<file path="config.mk">
export PLATFORM = sky130hd
export DESIGN_NAME = dcache_vldrty_init_ctrl
export DESIGN_NICKNAME = d
export VERILOG_FILES = /design/src/rtl/dcache_vldrty_init_ctrl.sv
export SDC_FILE = /design/constraint.sdc
export NUM_CORES = 1
export LEC_CHECK = 0
export CAP_MARGIN = 10
export CORE_AREA = 2 2 115 117
export DETAILED_ROUTE_END_ITERATION = 12
export DIE_AREA = 0 0 117 119
export GPL_ROUTABILITY_DRIVEN = 0
export SKIP_CTS_REPAIR_TIMING = 1
export SLEW_MARGIN = 20
export SYNTH_ARGS = -nofsm -noshare
export SYNTH_HDL_FRONTEND = slang
export SYNTH_SLANG_ARGS = --single-unit
export TNS_END_PERCENT = 100
</file>
<file path="constraint.sdc">
create_clock -name clk_i -period 4 [get_ports clk_i]
set_input_delay 0.8 -clock clk_i [delete_from_list [all_inputs] [get_ports clk_i]]
set_output_delay 0.8 -clock clk_i [all_outputs]
set_load 0.01 [all_outputs]
</file>
<file path="src/rtl/dcache_vldrty_init_ctrl.sv">
// Valid/dirty SRAM init and invalidate sequencer for the data cache.
// Sweeps every index, writing zero to all ways to clear valid and dirty bits.
// A sweep starts after reset (optional) or on an invalidate request.
// Outside a sweep, upstream accesses pass straight through to the SRAM.
module dcache_vldrty_init_ctrl #(
    parameter int unsigned NUM_WORDS     = 256,
    parameter int unsigned SET_ASSOC     = 8,
    parameter bit          INIT_ON_RESET = 1'b1,
    localparam int unsigned IDX_W        = $clog2(NUM_WORDS),
    localparam int unsigned VD_W         = 8 * SET_ASSOC
) (
    input  logic                 clk_i,
    input  logic                 rst_i,
    // invalidate handshake
    input  logic                 inv_req_i,
    output logic                 inv_ack_o,
    output logic                 busy_o,
    // upstream (tag-compare arbiter) side
    input  logic                 up_req_i,
    output logic                 up_gnt_o,
    input  logic                 up_we_i,
    input  logic [IDX_W-1:0]     up_addr_i,
    input  logic [VD_W-1:0]      up_wdata_i,
    input  logic [SET_ASSOC-1:0] up_be_i,
    output logic [VD_W-1:0]      up_rdata_o,
    // valid/dirty SRAM side
    output logic                 sram_req_o,
    output logic                 sram_we_o,
    output logic [IDX_W-1:0]     sram_addr_o,
    output logic [VD_W-1:0]      sram_wdata_o,
    output logic [SET_ASSOC-1:0] sram_be_o,
    input  logic [VD_W-1:0]      sram_rdata_i
);

    localparam logic [1:0] StIdle  = 2'd0;
    localparam logic [1:0] StSweep = 2'd1;
    localparam logic [1:0] StAck   = 2'd2;

    localparam logic [IDX_W-1:0] LastIdx = IDX_W'(NUM_WORDS - 1);

    logic [1:0]       state_q, state_d;
    logic [IDX_W-1:0] cnt_q, cnt_d;
    // Set when the current sweep owes an acknowledge to the requester.
    logic             pend_q, pend_d;

    // Next-state: sequence the sweep and record who asked for it.
    always_comb begin
        state_d = state_q;
        cnt_d   = cnt_q;
        pend_d  = pend_q;
        case (state_q)
            StIdle: begin
                if (inv_req_i) begin
                    state_d = StSweep;
                    cnt_d   = '0;
                    pend_d  = 1'b1;
                end
            end
            StSweep: begin
                // A request raised mid-sweep is served by this same sweep.
                if (inv_req_i) begin
                    pend_d = 1'b1;
                end
                // Free-running increment wraps to zero after the last index.
                cnt_d = cnt_q + 1'b1;
                if (cnt_q == LastIdx) begin
                    state_d = StAck;
                end
            end
            StAck: begin
                // The requester still holds inv_req_i here; it is not relatched.
                state_d = StIdle;
                pend_d  = 1'b0;
            end
            default: begin
                state_d = StIdle;
                cnt_d   = '0;
                pend_d  = 1'b0;
            end
        endcase
    end

    // State registers with synchronous reset; reset optionally launches a sweep.
    always_ff @(posedge clk_i) begin
        if (rst_i) begin
            state_q <= INIT_ON_RESET ? StSweep : StIdle;
            cnt_q   <= '0;
            pend_q  <= 1'b0;
        end else begin
            state_q <= state_d;
            cnt_q   <= cnt_d;
            pend_q  <= pend_d;
        end
    end

    // Output mux: pass-through by default, sweep writes override, reset gates all.
    always_comb begin
        sram_req_o   = up_req_i;
        sram_we_o    = up_we_i;
        sram_addr_o  = up_addr_i;
        sram_wdata_o = up_wdata_i;
        sram_be_o    = up_be_i;
        up_gnt_o     = up_req_i;
        inv_ack_o    = 1'b0;
        busy_o       = (state_q != StIdle) | pend_q;

        case (state_q)
            StSweep: begin
                sram_req_o   = 1'b1;
                sram_we_o    = 1'b1;
                sram_addr_o  = cnt_q;
                sram_wdata_o = '0;
                sram_be_o    = '1;
                up_gnt_o     = 1'b0;
            end
            StAck: begin
                inv_ack_o = pend_q;
            end
            default: begin
            end
        endcase

        if (rst_i) begin
            sram_req_o = 1'b0;
            up_gnt_o   = 1'b0;
            inv_ack_o  = 1'b0;
            busy_o     = INIT_ON_RESET;
        end
    end

    assign up_rdata_o = sram_rdata_i;

endmodule

</file>
==> metrics.csv, run 1 <==
metric,value,unit
via_per_inst,3.505,
syn_inst,236,
cts_tree,done,
routedWlPerCell,11.30,um
max_slew_margin,53.69,%
ys_types,31,
yosysSeqAreaShare,13.78,%
dp_cells,507,
drv_cap,0,
design.die.area,0.01392,mm^2
min-delay-start,pend_q$_SDFFE_PP0P_,
overflow,0,
drive_above_1_share,2.090,%
n_antenna_cell,0,
finalSetupTns,0,ns
core.rowCount,42,
synth_edf_count,0,
r2r_slack,2.26,ns
grt_first_pass_wirelength,8473,um
syn_area,0.001598,mm^2
fin_util,23.92,%
drtAntennaViolNets,0,
fin_crit_sh,81.38,%
cts_made_buffers,3,
worstSetupPathType,input port to output port,
tightest_slew,0.6946,ns
ir_drop,0.0001172,V
synthesis.nets,386,
synth_area_leaders,"buf_4 (30%), and2_1 (25%), dfxtp_1 (14%)",
grt_start_max_net_pins,43,
fin_crit,3.255,ns
io_pins,298,
cp_max_fo,15,
worst-r2r-cell-count,3,
drc_errors,0,
synth_top_area_share,30.07,%
die_width,117,um
rsz0062_at_grt,no,
timing.rr.end,cnt_q[7]$_SDFFE_PP0P_,
end_kind,output port,
synth_top_cell_by_area,buf_4,
setup_viol,0,
power_density,129.1,mW/mm^2
syn_to_final_growth,92.72,%
min_path_cells,2,
critPathRequiredTime,3.20,ns
wirelength,5772,um
total_leakage_power,1.123,nW
cts_max_level,1,
maxSlewViolCount,0,
whs_endpoint,pend_q$_SDFFE_PP0P_,
io_buffer_count,169,
chipHeight,119,um
synth_seq_cells,11,
clk_latency,0.23,ns
yosysMostFrequentCell,and2_1,
initial_core_util,12.41,%
max_freq,307.2,MHz
synth_warnings,0,
num_vias,1791,
nNetsFinal,486,
min_path_type,flip-flop to flip-flop,
syn_area_per_cell,6.770,um^2
drt_iter0_drc,43,
clockBufferDepth,2,
status,"complete, no violations",
r2r-start,state_q[1]$_SDFFE_PP0P_,
startpoint_type,input port,
stdcell_count,511,
grtUsageTotal,7.446,%
async_flop_share,0,%
synthFlopType,dfxtp_1,
ys_top_cells_by_count,"and2_1 (65), buf_4 (64), nand2_1 (26)",
hpwlAfterDp,4791,um
grt_pass1_vias,1712,
hold_violations,0,
clock-root-buffer,clkbuf_16,
cp.arrival,2.46,ns
clkSlewWorstSetupHoldPaths,0.04,ns
skew,0.002320,ns
clock-sinks,11,
drtPass1Iterations,4,
fp.coreArea,0.01287,mm^2
antenna_found_initial,0,
==> final cells by class <==
class / instances / area, um^2
fillers: 1427 / 9796
repair buffers: 172 / 1714
flip-flops and latches: 11 / 220.2
clock buffers: 4 / 78.83
well taps: 176 / 220.2
multi-input cells: 147 / 842.1
inverters: 1 / 3.754
==> per-stage QoR <==
| step | power, mW | hold slack, ns | area [um^2] | worst slack [ns] |
|---|---|---|---|---|
| finish | 0.3977 | 0.5033 | 3079 | 0.7447 |
| detailed placement | 0.2223 | 0.4963 | 3000 | 0.7412 |
| CTS | 0.4023 | 0.5059 | 3079 | 0.7342 |
| global placement | 0.2208 | 0.4848 | 3000 | 0.7612 |
| floorplan | 0.1976 | 0.4695 | 1598 | 1.929 |
| global route | 0.4176 | 0.5276 | 3079 | 0.5636 |
==> sequential cells by signal, summed over array words and instances, names as in the netlist <==
| name | count |
|---|---|
| state_q | 2 |
| pend_q | 1 |
| cnt_q | 8 |
==> layer usage <==
| metal | part of all wire (%) | GRT usage, % | wire length, um | vias to the layer above |
|---|---|---|---|---|
| li1 | - | - | - | 878 |
| met5 | 0 | 0 | 0 | - |
| met2 | 45 | 11.67 | 2582 | 109 |
| met1 | 39 | 8.395 | 2245 | 774 |
| met4 | 4.8 | 3.897 | 276 | 0 |
| met3 | 12 | 3.359 | 668 | 30 |
==> power by group <==
group / switching, mW / leakage [nW] / internal [mW]
clock network: 0.0445 / 0.0382 / 0.133
registers: 0.00489 / 0.0896 / 0.113
logic: 0.0192 / 0.995 / 0.0822
total: 0.0686 / 1.12 / 0.329
==> kinds of logic (layout without fill, tap and decap cells) <==
logic type                 Yosys count  in the layout  synth area share, %
AOI/OAI and AO/OA                   18             18                6.579
muxes                                1              1               0.6265
DFF                                 11             11                13.78
buffers and inverters               78            177                33.67
and+or+nand+nor                    127            127                44.56
adders and majority gates            1              1               0.7830
==> how the worst max path moves through the flow <==
stage	from	depth (start not counted)	slack, ns	end
6_report	rst_i	3	0.74	busy_o
3_5_place_dp	rst_i	3	0.74	busy_o
2_1_floorplan	rst_i	1	1.93	inv_ack_o
5_1_grt	state_q[1]$_SDFFE_PP0P_	4	0.56	sram_wdata_o[3]
3_3_place_gp	rst_i	3	0.76	busy_o
4_1_cts	rst_i	3	0.73	busy_o
==> worst max-delay path, cell delays in order <==
cell and delay [ns]:
clkdlybuf4s50_1 0.67, or4_1 0.50, clkdlybuf4s50_1 0.49
==> cell usage in the layout (no fill, tap or decap), types with 2 or more instances in the layout <==
master,count
nor2_1,8
clkbuf_16,3
clkdlybuf4s50_1,169
dfxtp_1,11
nand3_1,4
nand2b_1,9
nand2_1,26
a21oi_1,8
and2_1,65
or3_1,2
o21ai_0,4
or4_1,2
buf_4,3
nor3_1,2
No activity file was read; power rests on OpenSTA's default activity.
==> run 2, diff against run 1 <==
- CORE_AREA: 2 2 115 117 -> 2 2 116 118
- DIE_AREA: 0 0 117 119 -> 0 0 118 120
- clock period: 4 -> 2.8 ns (I/O delays scaled with it)
==> run 2 against run 1 <==
  * Cell area is 0.24% higher
  * Worst setup slack worse by 0.48 ns
  * Global-route usage is 0.10 points higher
  * Via count is 2.0% higher
  * Cell count is 0.20% higher
  * Routed wire length hardly changed
  * Hold slack worse by 0.0039 ns
  * Die area is 1.7% higher
  * Flip-flop and latch count stayed put
  * Power is 45% higher
  * Sequential power is 43% higher
==> metrics.csv, run 2 (synthesis results as in run 1) <==
metric,value,unit,change
status,"complete, no violations",,
design.die.area,0.01416,mm^2,+1.7%
path_common_cell,clkdlybuf4s50_1,,
place_ws,0.2634,ns,-0.4778 ns
drc_errors,0,,unchanged
finalSetupTns,0,ns,unchanged
worst_slack,0.2652,ns,-0.4794 ns
worst-r2r-cell-count,4,,+1
crit_chain,clkdlybuf4s50_1 -> buf_4 -> nor3b_1 -> clkdlybuf4s50_1,,
grt_pass1_vias,1858,,+8.5%
overflow,0,,unchanged
clock-root-buffer,clkbuf_16,,
p_total,576.7,uW,+45%
die_width,118,um,+0.85%
cts_made_buffers,3,,unchanged
worstSetupPathType,input port to output port,,
fin_crit,2.535,ns,
dp_cells,508,,+0.20%
io_buffer_count,169,,unchanged
antenna_found_initial,0,,unchanged
stdcell_count,512,,+0.20%
via_per_inst,3.566,,+1.8%
tightest_slew,0.6188,ns,-0.07582 ns
timing.hold.ws,0.4993,ns,-0.003916 ns
max_freq,394.5,MHz,
maxSlewViolCount,0,,unchanged
n_antenna_cell,0,,unchanged
power_density,186.8,mW/mm^2,+45%
grt_start_max_net_pins,48,,+12%
min_path_cells,2,,unchanged
chipHeight,120,um,+0.84%
initial_core_util,12.31,%,-0.10 points
hpwlAfterDp,4772,um,-0.39%
fin_crit_sh,90.53,%,
num_vias,1826,,+2.0%
drt_iter0_drc,55,,+28%
clock-sinks,11,,unchanged
fp.coreArea,0.01298,mm^2,+0.82%
io_pins,298,,unchanged
cp_max_fo,12,,-3
max_slew_margin,58.75,%,+5.1 points
top_register,cnt_q,,
total_leakage_power,1.128,nW,+0.43%
cpMaxStageDelayCell,clkdlybuf4s50_1,,
layout_commonest_cell,clkdlybuf4s50_1,,
skew,0.001210,ns,-0.001110 ns
largest_register_ffs,8,,unchanged
min_path_type,flip-flop to flip-flop,,
wirelength,5775,um,about the same
rsz0062_at_grt,no,,
cts_max_level,1,,unchanged
setup_viol,0,,unchanged
clkSlewWorstSetupHoldPaths,0.04,ns,about the same
drtAntennaViolNets,0,,unchanged
drive_above_1_share,2.381,%,+0.29 points
hold_violations,0,,unchanged
end_kind,output port,,
clk_latency,0.24,ns,about the same
startpoint_type,input port,,
grtUsageTotal,7.551,%,+0.10 points
final_cell_mix,"clkdlybuf4s50_1 (169), and2_1 (65), nand2_1 (26)",,
critPathRequiredTime,2.24,ns,-0.96 ns
clockBufferDepth,2,,unchanged
max_stage_delay,0.56,ns,-0.11 ns
cts_tree,done,,
core.rowCount,42,,unchanged
syn_to_final_growth,93.19,%,
ir_drop,0.0001602,V,+37%
nNetsFinal,487,,+0.21%
grt_first_pass_wirelength,9004,um,+6.3%
cp.arrival,1.97,ns,-0.49 ns
drv_cap,0,,unchanged
routedWlPerCell,11.28,um,-0.14%
reg_top3,"cnt_q x8, state_q x2, pend_q x1",,
drtPass1Iterations,4,,unchanged
run 2: cell type report:
class	instances	area, um^2
multi-input combinational	147	842.1
timing repair buffer	173	1722
sequential	11	220.2
fill	1436	9893
inverter	1	3.754
clock buffer	4	78.83
tap	176	220.2
run 2: worst paths after layout:
check	start	slack, ns	to
setup / recovery	rst_i	0.27	up_gnt_o
hold / removal	pend_q$_SDFFE_PP0P_	0.50	pend_q$_SDFFE_PP0P_
setup reg to reg	state_q[1]$_SDFFE_PP0P_	1.24	cnt_q[7]$_SDFFE_PP0P_
hold reg to reg	pend_q$_SDFFE_PP0P_	0.50	pend_q$_SDFFE_PP0P_
run 2: power breakdown:
part	switching, mW	internal (mW)	total [mW]
Sequential	0.00695	0.162	0.169
Clock	0.0726	0.191	0.264
Combinational	0.0259	0.118	0.144
Total	0.105	0.471	0.577
run 2: worst max-delay path: cells and delay by family:
family,cells,cell delay [ns]
buffers and inverters,3,1.22
AND/OR/NAND/NOR,1,0.19
run 2: metal layers:
metal  GRT usage [%]  share of wire [%]
met1           7.967                 37
met4           4.970                4.8
met5               0                  0
met2           12.35                 47
met3           3.184                 11
run 2: through the flow:
step / utilization, % / instance area (um^2)
final: 23.78 / 3087
after global routing: 23.78 / 3087
after CTS: 23.78 / 3087
after detailed placement: 23.17 / 3008
after global placement: 23.17 / 3008
after floorplan: - / 1598
==> run 3, diff against run 2 <==
- CTS_BUF_LIST: default -> sky130_fd_sc_hd__clkbuf_4 sky130_fd_sc_hd__clkbuf_8 sky130_fd_sc_hd__clkbuf_16
==> run 3 against run 2 <==
  * Worst setup slack barely moved
  * Flip-flop and latch count stayed put
  * Critical path depth stayed put
  * Non-clock buffer count unchanged
  * Clock power increased by 4%
  * Combinational power is essentially flat
  * Global-route usage stayed put
  * Routed wire length hardly changed
  * Via count stayed put
  * Fmax is essentially flat
  * Highest routed layer unchanged
==> metrics.csv, run 3 (synthesis results as in run 1) <==
metric,value,unit,change
clock-root-buffer,clkbuf_16,,
top_register,cnt_q,,
drv_cap,0,,unchanged
p_clk_share,46.7,%,+0.9 points
r2r_slack,1.24,ns,about the same
grt_first_pass_wirelength,9004,um,unchanged
max_slew_margin,58.75,%,unchanged
worstSetupPathType,input port to output port,,
nNetsFinal,487,,unchanged
rsz0062_at_grt,no,,
cts_made_buffers,3,,unchanged
swShare,18.04,%,-0.23 points
cp_num_cells,4,,unchanged
tightest_slew,0.6188,ns,unchanged
grtUsageTotal,7.551,%,unchanged
pwr-share-seq,28.8,%,-0.5 points
via_per_inst,3.566,,unchanged
timing.rr.end,cnt_q[7]$_SDFFE_PP0P_,,
clock-sinks,11,,unchanged
reg_top3,"cnt_q x8, state_q x2, pend_q x1",,
min-delay-start,pend_q$_SDFFE_PP0P_,,
cp_max_fo,12,,unchanged
max_stage_delay,0.56,ns,about the same
min_path_type,flip-flop to flip-flop,,
clk_latency,0.24,ns,about the same
grt_start_max_net_pins,48,,unchanged
antenna_found_initial,0,,unchanged
die_width,118,um,unchanged
stdcell_count,512,,unchanged
final-seq-area,220.2,um^2,unchanged
syn_to_final_growth,93.42,%,
clkSlewWorstSetupHoldPaths,0.04,ns,about the same
setup_viol,0,,unchanged
critPathRequiredTime,2.24,ns,about the same
ir_drop,0.0001602,V,about the same
grt_pass1_vias,1858,,unchanged
design.die.area,0.01416,mm^2,unchanged
crit_chain,clkdlybuf4s50_1 -> buf_4 -> nor3b_1 -> clkdlybuf4s50_1,,
path_common_cell,clkdlybuf4s50_1,,
worst-r2r-cell-count,4,,unchanged
dp_cells,508,,unchanged
startpoint_type,input port,,
cp.arrival,1.97,ns,about the same
total_leakage_power,1.131,nW,+0.30%
cp_top_family,buffers and inverters,,
fin_crit,2.535,ns,+0.00006500 ns
skew,0.001660,ns,+0.0004495 ns
end_kind,output port,,
finalSetupTns,0,ns,unchanged
hold_violations,0,,unchanged
drtAntennaViolNets,0,,unchanged
drtPass1Iterations,4,,unchanged
drc_errors,0,,unchanged
fin_util,23.81,%,+0.029 points
routedWlPerCell,11.28,um,about the same
maxSlewViolCount,0,,unchanged
io_buffer_count,169,,unchanged
critPathBufInv,3,,unchanged
comb_power_share,24.5,%,-0.4 points
place_ws,0.2634,ns,unchanged
largest_register_ffs,8,,unchanged
drt_iter0_drc,55,,unchanged
status,"complete, no violations",,
layout_commonest_cell,clkdlybuf4s50_1,,
intPower,481.0,uW,+2.1%
io_pins,298,,unchanged
cts_tree,done,,
chipHeight,120,um,unchanged
worst_slack,0.2652,ns,-0.00006500 ns
final.fill_count,1436,,unchanged
fin_crit_sh,90.53,%,about the same
drive_above_1_share,2.679,%,+0.30 points
fp.coreArea,0.01298,mm^2,unchanged
cpMaxStageDelayCell,clkdlybuf4s50_1,,
initial_core_util,12.31,%,unchanged
cts_max_level,1,,unchanged
power_density,189.9,mW/mm^2,+1.6%
critPathCapture,up_gnt_o,,
max_freq,394.5,MHz,about the same
num_vias,1826,,unchanged
clockBufferDepth,2,,unchanged
hpwlAfterDp,4772,um,unchanged
wirelength,5777,um,about the same
core.rowCount,42,,unchanged
p_sw,105.9,uW,+0.49%
r2r-start,state_q[1]$_SDFFE_PP0P_,,
n_antenna_cell,0,,unchanged
multi_input_area,842.1,um^2,unchanged
final_cell_mix,"clkdlybuf4s50_1 (169), and2_1 (65), nand2_1 (26)",,
worstSetupStartpoint,rst_i,,
overflow,0,,unchanged
[run 3: cell counts in the layout (fill, tap and decap cells not counted)]
Identical to the previous run, type by type.
[run 3: layer usage]
| layer | GRT usage (%) | up-vias | wire (um) |
|---|---|---|---|
| li1 | - | 882 | - |
| met5 | 0 | - | 0 |
| met4 | 4.970 | 0 | 278 |
| met3 | 3.184 | 31 | 645 |
| met1 | 7.967 | 795 | 2143 |
| met2 | 12.35 | 118 | 2710 |
[run 3: worst min path at each step]
stage,cells after the start,to,slack (ns)
after floorplan,1,state_q[0]$_SDFFE_PP1P_,0.47
after global placement,2,pend_q$_SDFFE_PP0P_,0.49
after detailed placement,2,pend_q$_SDFFE_PP0P_,0.49
after CTS,2,pend_q$_SDFFE_PP0P_,0.50
after global routing,2,pend_q$_SDFFE_PP0P_,0.55
final,2,pend_q$_SDFFE_PP0P_,0.50
[run 3: per-stage QoR]
| stage | power [mW] | hold slack (ns) | cell area, um^2 |
|---|---|---|---|
| global placement | 0.3151 | 0.4940 | 3008 |
| global route | 0.6129 | 0.5531 | 3090 |
| finish | 0.5869 | 0.4993 | 3090 |
| floorplan | 0.2823 | 0.4695 | 1598 |
| CTS | 0.5934 | 0.5017 | 3090 |
| detailed placement | 0.3159 | 0.4914 | 3008 |
[run 3: worst register-to-register path, delay by kind of cell (launching register included)]
kind,cells,cell delay (ns)
AND/OR/NAND/NOR,2,0.74
flip-flops,1,0.35
AO/OA/AOI/OAI,1,0.16
buffers and inverters,1,0.25
[run 3: area by class of cell]
type,count,share of cell area (%)
Timing Repair Buffer,173,55.71
Multi-Input combinational cell,147,27.25
Sequential cell,11,7.126
Tap cell,176,7.126
Clock buffer,4,2.672
Inverter,1,0.1215
[run 3: power groups by stage]
| stage | sequential (mW) | clock [mW] | combinational, mW |
|---|---|---|---|
| after global placement | 0.172 | 0 | 0.143 |
| final | 0.169 | 0.274 | 0.144 |
| after detailed placement | 0.172 | 0 | 0.144 |
| after CTS | 0.169 | 0.279 | 0.145 |
| after floorplan | 0.169 | 0 | 0.113 |
| after global routing | 0.170 | 0.288 | 0.155 |
